$ cat src/rtl/scc_dac_pkg.sv
// Shared constants and state type for the SCC sound DAC output stage.
package scc_dac_pkg;

    localparam logic [5:0]  GAIN_MAX   = 6'd32;
    localparam int          GAIN_SHIFT = 5;
    localparam logic [10:0] MIDSCALE   = 11'h400;

    typedef enum logic [1:0] {
        ST_MUTED     = 2'd0,
        ST_RAMP_UP   = 2'd1,
        ST_UNMUTED   = 2'd2,
        ST_RAMP_DOWN = 2'd3
    } dac_state_e;

endpackage

$ cat src/rtl/scc_dac_dsm1.sv
// First-order 1-bit delta-sigma modulator: the carry out of an 11-bit
// accumulator is the output bit, so ones density tracks level/2048.
module scc_dac_dsm1 (
    input  logic        clk,
    input  logic        nreset,
    input  logic [10:0] level,
    output logic        bit_out
);

    logic [10:0] acc_q, acc_d;
    logic        bit_q, bit_d;
    logic [11:0] sum;

    always_comb begin
        sum   = {1'b0, acc_q} + {1'b0, level};
        acc_d = sum[10:0];
        bit_d = sum[11];
    end

    always_ff @(posedge clk or negedge nreset) begin
        if (!nreset) begin
            acc_q <= 11'd0;
            bit_q <= 1'b0;
        end else begin
            acc_q <= acc_d;
            bit_q <= bit_d;
        end
    end

    assign bit_out = bit_q;

endmodule

$ cat src/rtl/scc_sound_dac.sv
// SCC output stage: per-mixer-cycle sample capture, click-free mute gain
// ramp and delta-sigma pin driver.
//
// state        | meaning
// ST_MUTED     | gain held at 0, waiting for mute release
// ST_RAMP_UP   | gain climbing one step per RAMP_DIV clocks toward 32
// ST_UNMUTED   | gain held at 32 (sample passes through unchanged)
// ST_RAMP_DOWN | gain falling one step per RAMP_DIV clocks toward 0
module scc_sound_dac
    import scc_dac_pkg::*;
#(
    parameter int RAMP_DIV = 64
) (
    input  logic        clk,
    input  logic        nreset,
    input  logic [2:0]  active,
    input  logic [10:0] sample_in,
    input  logic        mute,
    output logic        dac_out,
    output logic [10:0] level_out,
    output logic        muted,
    output logic [5:0]  gain
);

    localparam int              PW   = (RAMP_DIV > 2) ? $clog2(RAMP_DIV) : 1;
    localparam logic [PW-1:0]   PMAX = PW'(RAMP_DIV - 1);

    dac_state_e      state_q, state_d;
    logic [5:0]      gain_q, gain_d;
    logic [PW-1:0]   presc_q, presc_d;
    logic [2:0]      prev_active_q, prev_active_d;
    logic [10:0]     ff_sample_q, ff_sample_d;
    logic [10:0]     level_q, level_d;
    logic            muted_q, muted_d;
    logic            load, step;
    logic signed [16:0] samp_s, gain_s, prod;

    // Capture on the first clock of active==4 only, so a stalled slot counter loads once.
    always_comb begin
        load          = (active == 3'd4) && (prev_active_q != 3'd4);
        prev_active_d = active;
        ff_sample_d   = load ? sample_in : ff_sample_q;
    end

    always_comb begin
        samp_s  = $signed({{6{~ff_sample_q[10]}}, ff_sample_q ^ MIDSCALE});
        gain_s  = $signed({11'd0, gain_q});
        prod    = samp_s * gain_s;
        level_d = 11'(prod >>> GAIN_SHIFT) ^ MIDSCALE;
        muted_d = (state_q == ST_MUTED);
    end

    always_comb begin
        state_d = state_q;
        gain_d  = gain_q;
        presc_d = presc_q;
        step    = (presc_q == PMAX);
        case (state_q)
            ST_MUTED: begin
                gain_d  = 6'd0;
                presc_d = '0;
                if (!mute) state_d = ST_RAMP_UP;
            end
            ST_RAMP_UP: begin
                presc_d = step ? '0 : presc_q + PW'(1);
                if (mute) begin
                    state_d = ST_RAMP_DOWN;
                end else if (step) begin
                    if (gain_q < GAIN_MAX) gain_d = gain_q + 6'd1;
                    if (gain_d == GAIN_MAX) state_d = ST_UNMUTED;
                end
            end
            ST_UNMUTED: begin
                gain_d  = GAIN_MAX;
                presc_d = '0;
                if (mute) state_d = ST_RAMP_DOWN;
            end
            ST_RAMP_DOWN: begin
                presc_d = step ? '0 : presc_q + PW'(1);
                if (!mute) begin
                    state_d = ST_RAMP_UP;
                end else if (step) begin
                    if (gain_q != 6'd0) gain_d = gain_q - 6'd1;
                    if (gain_d == 6'd0) state_d = ST_MUTED;
                end
            end
            default: begin
                state_d = ST_MUTED;
                gain_d  = 6'd0;
                presc_d = '0;
            end
        endcase
    end

    always_ff @(posedge clk or negedge nreset) begin
        if (!nreset) begin
            state_q       <= ST_MUTED;
            gain_q        <= 6'd0;
            presc_q       <= '0;
            prev_active_q <= 3'd0;
            ff_sample_q   <= MIDSCALE;
            level_q       <= MIDSCALE;
            muted_q       <= 1'b1;
        end else begin
            state_q       <= state_d;
            gain_q        <= gain_d;
            presc_q       <= presc_d;
            prev_active_q <= prev_active_d;
            ff_sample_q   <= ff_sample_d;
            level_q       <= level_d;
            muted_q       <= muted_d;
        end
    end

    scc_dac_dsm1 u_dsm (
        .clk     (clk),
        .nreset  (nreset),
        .level   (level_q),
        .bit_out (dac_out)
    );

    assign level_out = level_q;
    assign muted     = muted_q;
    assign gain      = gain_q;

endmodule

$ cat config.mk
export PLATFORM = sky130hd
export DESIGN_NAME = scc_sound_dac
export DESIGN_NICKNAME = d
export VERILOG_FILES = /design/src/rtl/scc_dac_pkg.sv /design/src/rtl/scc_dac_dsm1.sv /design/src/rtl/scc_sound_dac.sv
export SDC_FILE = /design/constraint.sdc
export NUM_CORES = 1
export LEC_CHECK = 0
export ABC_AREA = 1
export CAP_MARGIN = 10
export CORE_ASPECT_RATIO = 2
export CORE_MARGIN = 5
export CORE_UTILIZATION = 57
export DETAILED_ROUTE_END_ITERATION = 10
export DONT_BUFFER_PORTS = 1
export PLACE_DENSITY = 0.73
export SYNTH_ARGS = -nofsm -noshare
export SYNTH_HDL_FRONTEND = slang
export SYNTH_SLANG_ARGS = --single-unit
$ cat constraint.sdc
create_clock -name clk -period 4.7 [get_ports clk]
set_input_delay 0.705 -clock clk [delete_from_list [all_inputs] [get_ports clk]]
set_output_delay 0.705 -clock clk [all_outputs]
set_load 0.05 [all_outputs]
==> flow_metrics.env <==
export IMPL_die_h_um=144
export IMPL_start_util_pct=57.8
export IMPL_period_minus_slack_ps=4390
export IMPL_switching_share_pct=53.2
export IMPL_post_route_clock_skew_ps=5.89
export IMPL_drt_pre_antenna_iters=4
export IMPL_fp_row_count=49
export IMPL_synth_nets=770
export IMPL_gp_congestion=1.03
export IMPL_relative_contribution_of_the_clock_network_to_total_power_pct=11.7
export IMPL_detail_route_wirelength_mm=11.9
export IMPL_run_status="complete, no violations"
export IMPL_final_nets=772
export IMPL_synth_cell_type_count=39
export IMPL_timing_critical_path_to_type="flop"
export IMPL_post_synthesis_instance_area_um2=5140
export IMPL_cts_made_buffers=5
export IMPL_p_leak_nw=3.15
export IMPL_yosysWarningCount=0
export IMPL_setup_violations=0
export IMPL_global_route_track_usage_on_met2_pct=46.2
export IMPL_final_layout_size_suffix_gt1_share_pct=7.21
export IMPL_max_cap_violations=0
export IMPL_report_final_hold_viol_count=0
export IMPL_wire_length_of_the_first_global_routing_pass_mm=19.9
export IMPL_timing_reg2reg_setup_slack_ps=310
export IMPL_grtUsageMet3_pct=2.62
export IMPL_placement_io_buffers=0
export IMPL_postLayoutCoreUtil_pct=60.8
export IMPL_peakVddDrop_v=0.000412
export IMPL_routed_vias=4138
export IMPL_critPathLaunchType="flop"
export IMPL_combinational_family_with_the_most_area_after_synthesis="adder cells"
export IMPL_yosys_area_share_adder_pct=28.0
export IMPL_grt_pass1_vias=4448
export IMPL_antenna_found_initial=0
export IMPL_synth_edf_count=0
export IMPL_drt_iter0_markers=109
export IMPL_worstSkewPairLatency_ps=300
export IMPL_final_fill_count=798
export IMPL_cts_tree="built"
export IMPL_ys_async_sr_fraction_pct=100
export IMPL_io_pins=36
export IMPL_use_met1_pct=20.3
export IMPL_final_antenna_net_count=0
export IMPL_dp_hpwl_mm=9.93
export IMPL_synth_xor_area_share_pct=3.92
export IMPL_synth_mux_area_fraction_pct=2.19
export IMPL_sequential_to_total_area_share_from_yosys_stat_pct=25.4
export IMPL_largest_net_degree_at_the_start_of_global_routing=53
export IMPL_arrival_ps=4630
export IMPL_cts_root_buf="sky130_fd_sc_hd__clkbuf_16"
export IMPL_power_frac_comb_pct=58.5
export IMPL_post_cts_repair_timing_setup_buffer_count=0
export IMPL_max_slew_worst_pin_slew_ps=814
export IMPL_die_width_um=77.2
export IMPL_netlist_instances=663
export IMPL_post_synth_cell_area_avg_um2=7.75
export IMPL_grt_usage_pct=22.5
export IMPL_cts_sinks=52
export IMPL_max_freq_ghz=0.228
export IMPL_tightest_hold_check_type="input port to asynchronous set/reset pin"
export IMPL_area_fraction_in_compound_gates_after_synthesis_pct=6.04
export IMPL_cp_max_fo=11
export IMPL_finalCritPeriodShare_pct=93.3
export IMPL_switching_power_mw=1.73
export IMPL_cts_root_to_sink_buffers=2
export IMPL_unrepaired_setup_endpoints_after_global_routing="no"
export IMPL_classification_of_the_worst_setup_path="flop to flop"
export IMPL_ctsHoldBuffers=0
export IMPL_yosysTopAreaCell="sky130_fd_sc_hd__dfrtp_1"
export IMPL_synthFlopType="sky130_fd_sc_hd__dfrtp_1"
export IMPL_via_per_inst=5.39
export IMPL_area_growth_synth_to_final_pct=5.16
export IMPL_ys_ff_latch=52
export IMPL_synthSimpleGateAreaFrac_pct=22.7
export IMPL_ys_top_cells_by_area="sky130_fd_sc_hd__dfrtp_1 (24%), sky130_fd_sc_hd__fa_1 (16%), sky130_fd_sc_hd__nand2_1 (13%)"
export IMPL_clkTransAtPathRegs_ps=70
export IMPL_n_antenna_cell=0
export IMPL_remaining_drcs=0
export IMPL_fp_coreArea_um2=8890
export IMPL_grt_overflow_total=0
export IMPL_layout_setup_ws_ps=314
export IMPL_dieArea_um2=11100
export IMPL_power_report_internal_total_mw=1.52
export IMPL_cts_resized_gates=0
export IMPL_dp_worst_setup_slack_ps=364
export IMPL_power_density_cell_area_nw_per_um2=600
export IMPL_synth_top_area_share_pct=23.9
export IMPL_detail_route_wl_per_cell_um=15.5
export IMPL_tns_ps=0
export IMPL_max_slew_margin_pct=45.8
export IMPL_worst_ep_required_time_ps=4940
export IMPL_sequentialPowerShare_pct=29.8
export IMPL_ctsHtreeMaxLevel=2
export IMPL_grt_most_used_layer="met2"
export IMPL_slew_viols_final=0
-- power groups by stage --
| stage | clock network (mW) | registers (mW) | logic, mW |
|---|---|---|---|
| after detailed placement | 0 | 0.976 | 1.90 |
| after global routing | 0.412 | 0.989 | 2.17 |
| after global placement | 0 | 0.971 | 1.84 |
| after CTS | 0.389 | 0.967 | 1.91 |
| after floorplan | 0 | 0.932 | 1.49 |
| final | 0.379 | 0.966 | 1.90 |
-- critical path, stage by stage (launching register included) --
cell and delay (ps):
sky130_fd_sc_hd__dfrtp_1 540, sky130_fd_sc_hd__buf_4 250, sky130_fd_sc_hd__nand2_1 60, sky130_fd_sc_hd__inv_1 80
sky130_fd_sc_hd__fa_1 410, sky130_fd_sc_hd__inv_1 80, sky130_fd_sc_hd__fa_1 430, sky130_fd_sc_hd__fa_1 540
sky130_fd_sc_hd__inv_1 50, sky130_fd_sc_hd__fa_1 470, sky130_fd_sc_hd__ha_1 390, sky130_fd_sc_hd__nand2_1 130
sky130_fd_sc_hd__a21oi_1 50, sky130_fd_sc_hd__nor3_1 190, sky130_fd_sc_hd__nand3_1 260, sky130_fd_sc_hd__nand2_1 140
sky130_fd_sc_hd__nand3_1 90, sky130_fd_sc_hd__inv_1 70, sky130_fd_sc_hd__nand2_1 50, sky130_fd_sc_hd__nand2_1 50
-- cell usage in the layout (no fill, tap or decap), types with 10 or more instances in the layout --
cell type,instances
sky130_fd_sc_hd__nand2_1,175
sky130_fd_sc_hd__nor2_1,44
sky130_fd_sc_hd__a21oi_1,21
sky130_fd_sc_hd__fa_1,42
sky130_fd_sc_hd__inv_1,136
sky130_fd_sc_hd__mux2_2,10
sky130_fd_sc_hd__ha_1,48
sky130_fd_sc_hd__dfrtp_1,49
sky130_fd_sc_hd__o21ai_0,23
sky130_fd_sc_hd__xor2_1,14
sky130_fd_sc_hd__nand3_1,33
-- flip-flops by register name, indices dropped and copies added (netlist names) --
signal	count
ff_sample_q	11
level_out	11
u_dsm.acc_q	11
gain	6
presc_q	6
prev_active_q	3
state_q	2
muted	1
u_dsm.bit_out	1
-- final timing paths --
kind / from / endpoint / cells after the start
worst max-delay path: gain[1]$_DFFE_PN0P_ / level_out[10]$_DFF_PN1_ / 19
worst max register to register: gain[1]$_DFFE_PN0P_ / level_out[10]$_DFF_PN1_ / 19
max in group asynchronous: nreset / muted$_DFF_PN1_ / 0
worst min register to register: presc_q[0]$_DFF_PN0_ / presc_q[0]$_DFF_PN0_ / 1
min in group clk: active[0] / prev_active_q[0]$_DFF_PN0_ / 0
worst min-delay path: nreset / presc_q[3]$_DFF_PN0_ / 0
-- final cells by class --
class / instances / area [um^2] / area share [%]
Sequential cell: 52 / 1310 / 24.1
Clock buffer: 5 / 125 / 2.31
Timing Repair Buffer: 8 / 60.1 / 1.11
Inverter: 142 / 533 / 9.86
Multi-Input combinational cell: 456 / 3230 / 59.8
Tap cell: 102 / 128 / 2.36
Clock inverter: 3 / 25.0 / 0.463
-- synthesized netlist by cell type (2+ instances only) --
cell,number
sky130_fd_sc_hd__buf_2,4
sky130_fd_sc_hd__mux2_2,10
sky130_fd_sc_hd__nand4_1,5
sky130_fd_sc_hd__xnor2_1,9
sky130_fd_sc_hd__dfrtp_1,49
sky130_fd_sc_hd__inv_2,6
sky130_fd_sc_hd__nor2_1,44
sky130_fd_sc_hd__xor2_1,14
sky130_fd_sc_hd__nand2_2,4
sky130_fd_sc_hd__ha_1,48
sky130_fd_sc_hd__nor2_2,4
sky130_fd_sc_hd__nor3_1,4
sky130_fd_sc_hd__nand3_1,33
sky130_fd_sc_hd__o22ai_1,2
sky130_fd_sc_hd__dfstp_2,3
sky130_fd_sc_hd__o21ai_1,3
sky130_fd_sc_hd__a21oi_1,21
sky130_fd_sc_hd__buf_6,2
sky130_fd_sc_hd__o21ai_0,23
sky130_fd_sc_hd__nor2_4,2
sky130_fd_sc_hd__inv_1,136
sky130_fd_sc_hd__nand2_1,175
sky130_fd_sc_hd__fa_1,42
sky130_fd_sc_hd__clkbuf_1,5
-- metrics by stage --
stage | cell area [um^2] | power [mW] | hold slack [ps] | cells
after floorplan | 5140 | 2.42 | 409 | 663
after global routing | 5410 | 3.57 | 82.4 | 768
after detailed placement | 5260 | 2.87 | 411 | 760
after global placement | 5260 | 2.81 | 411 | 760
after CTS | 5410 | 3.26 | 90.5 | 768
final | 5410 | 3.24 | 97.8 | 768
-- metal layers --
layer  wire (um)  vias to the layer above
li1            -                     2029
met1        3900                     1979
met2        7030                       89
met3         323                       41
met4         643                        0
met5           0                        -
-- kinds of logic after synthesis --
kind of cell,after synthesis
compound gates,57
simple gates,276
flops,52
fa+ha+maj,90
buf+inv,155
xor+xnor,23
mux,10
(Power assumes the default switching activity.)
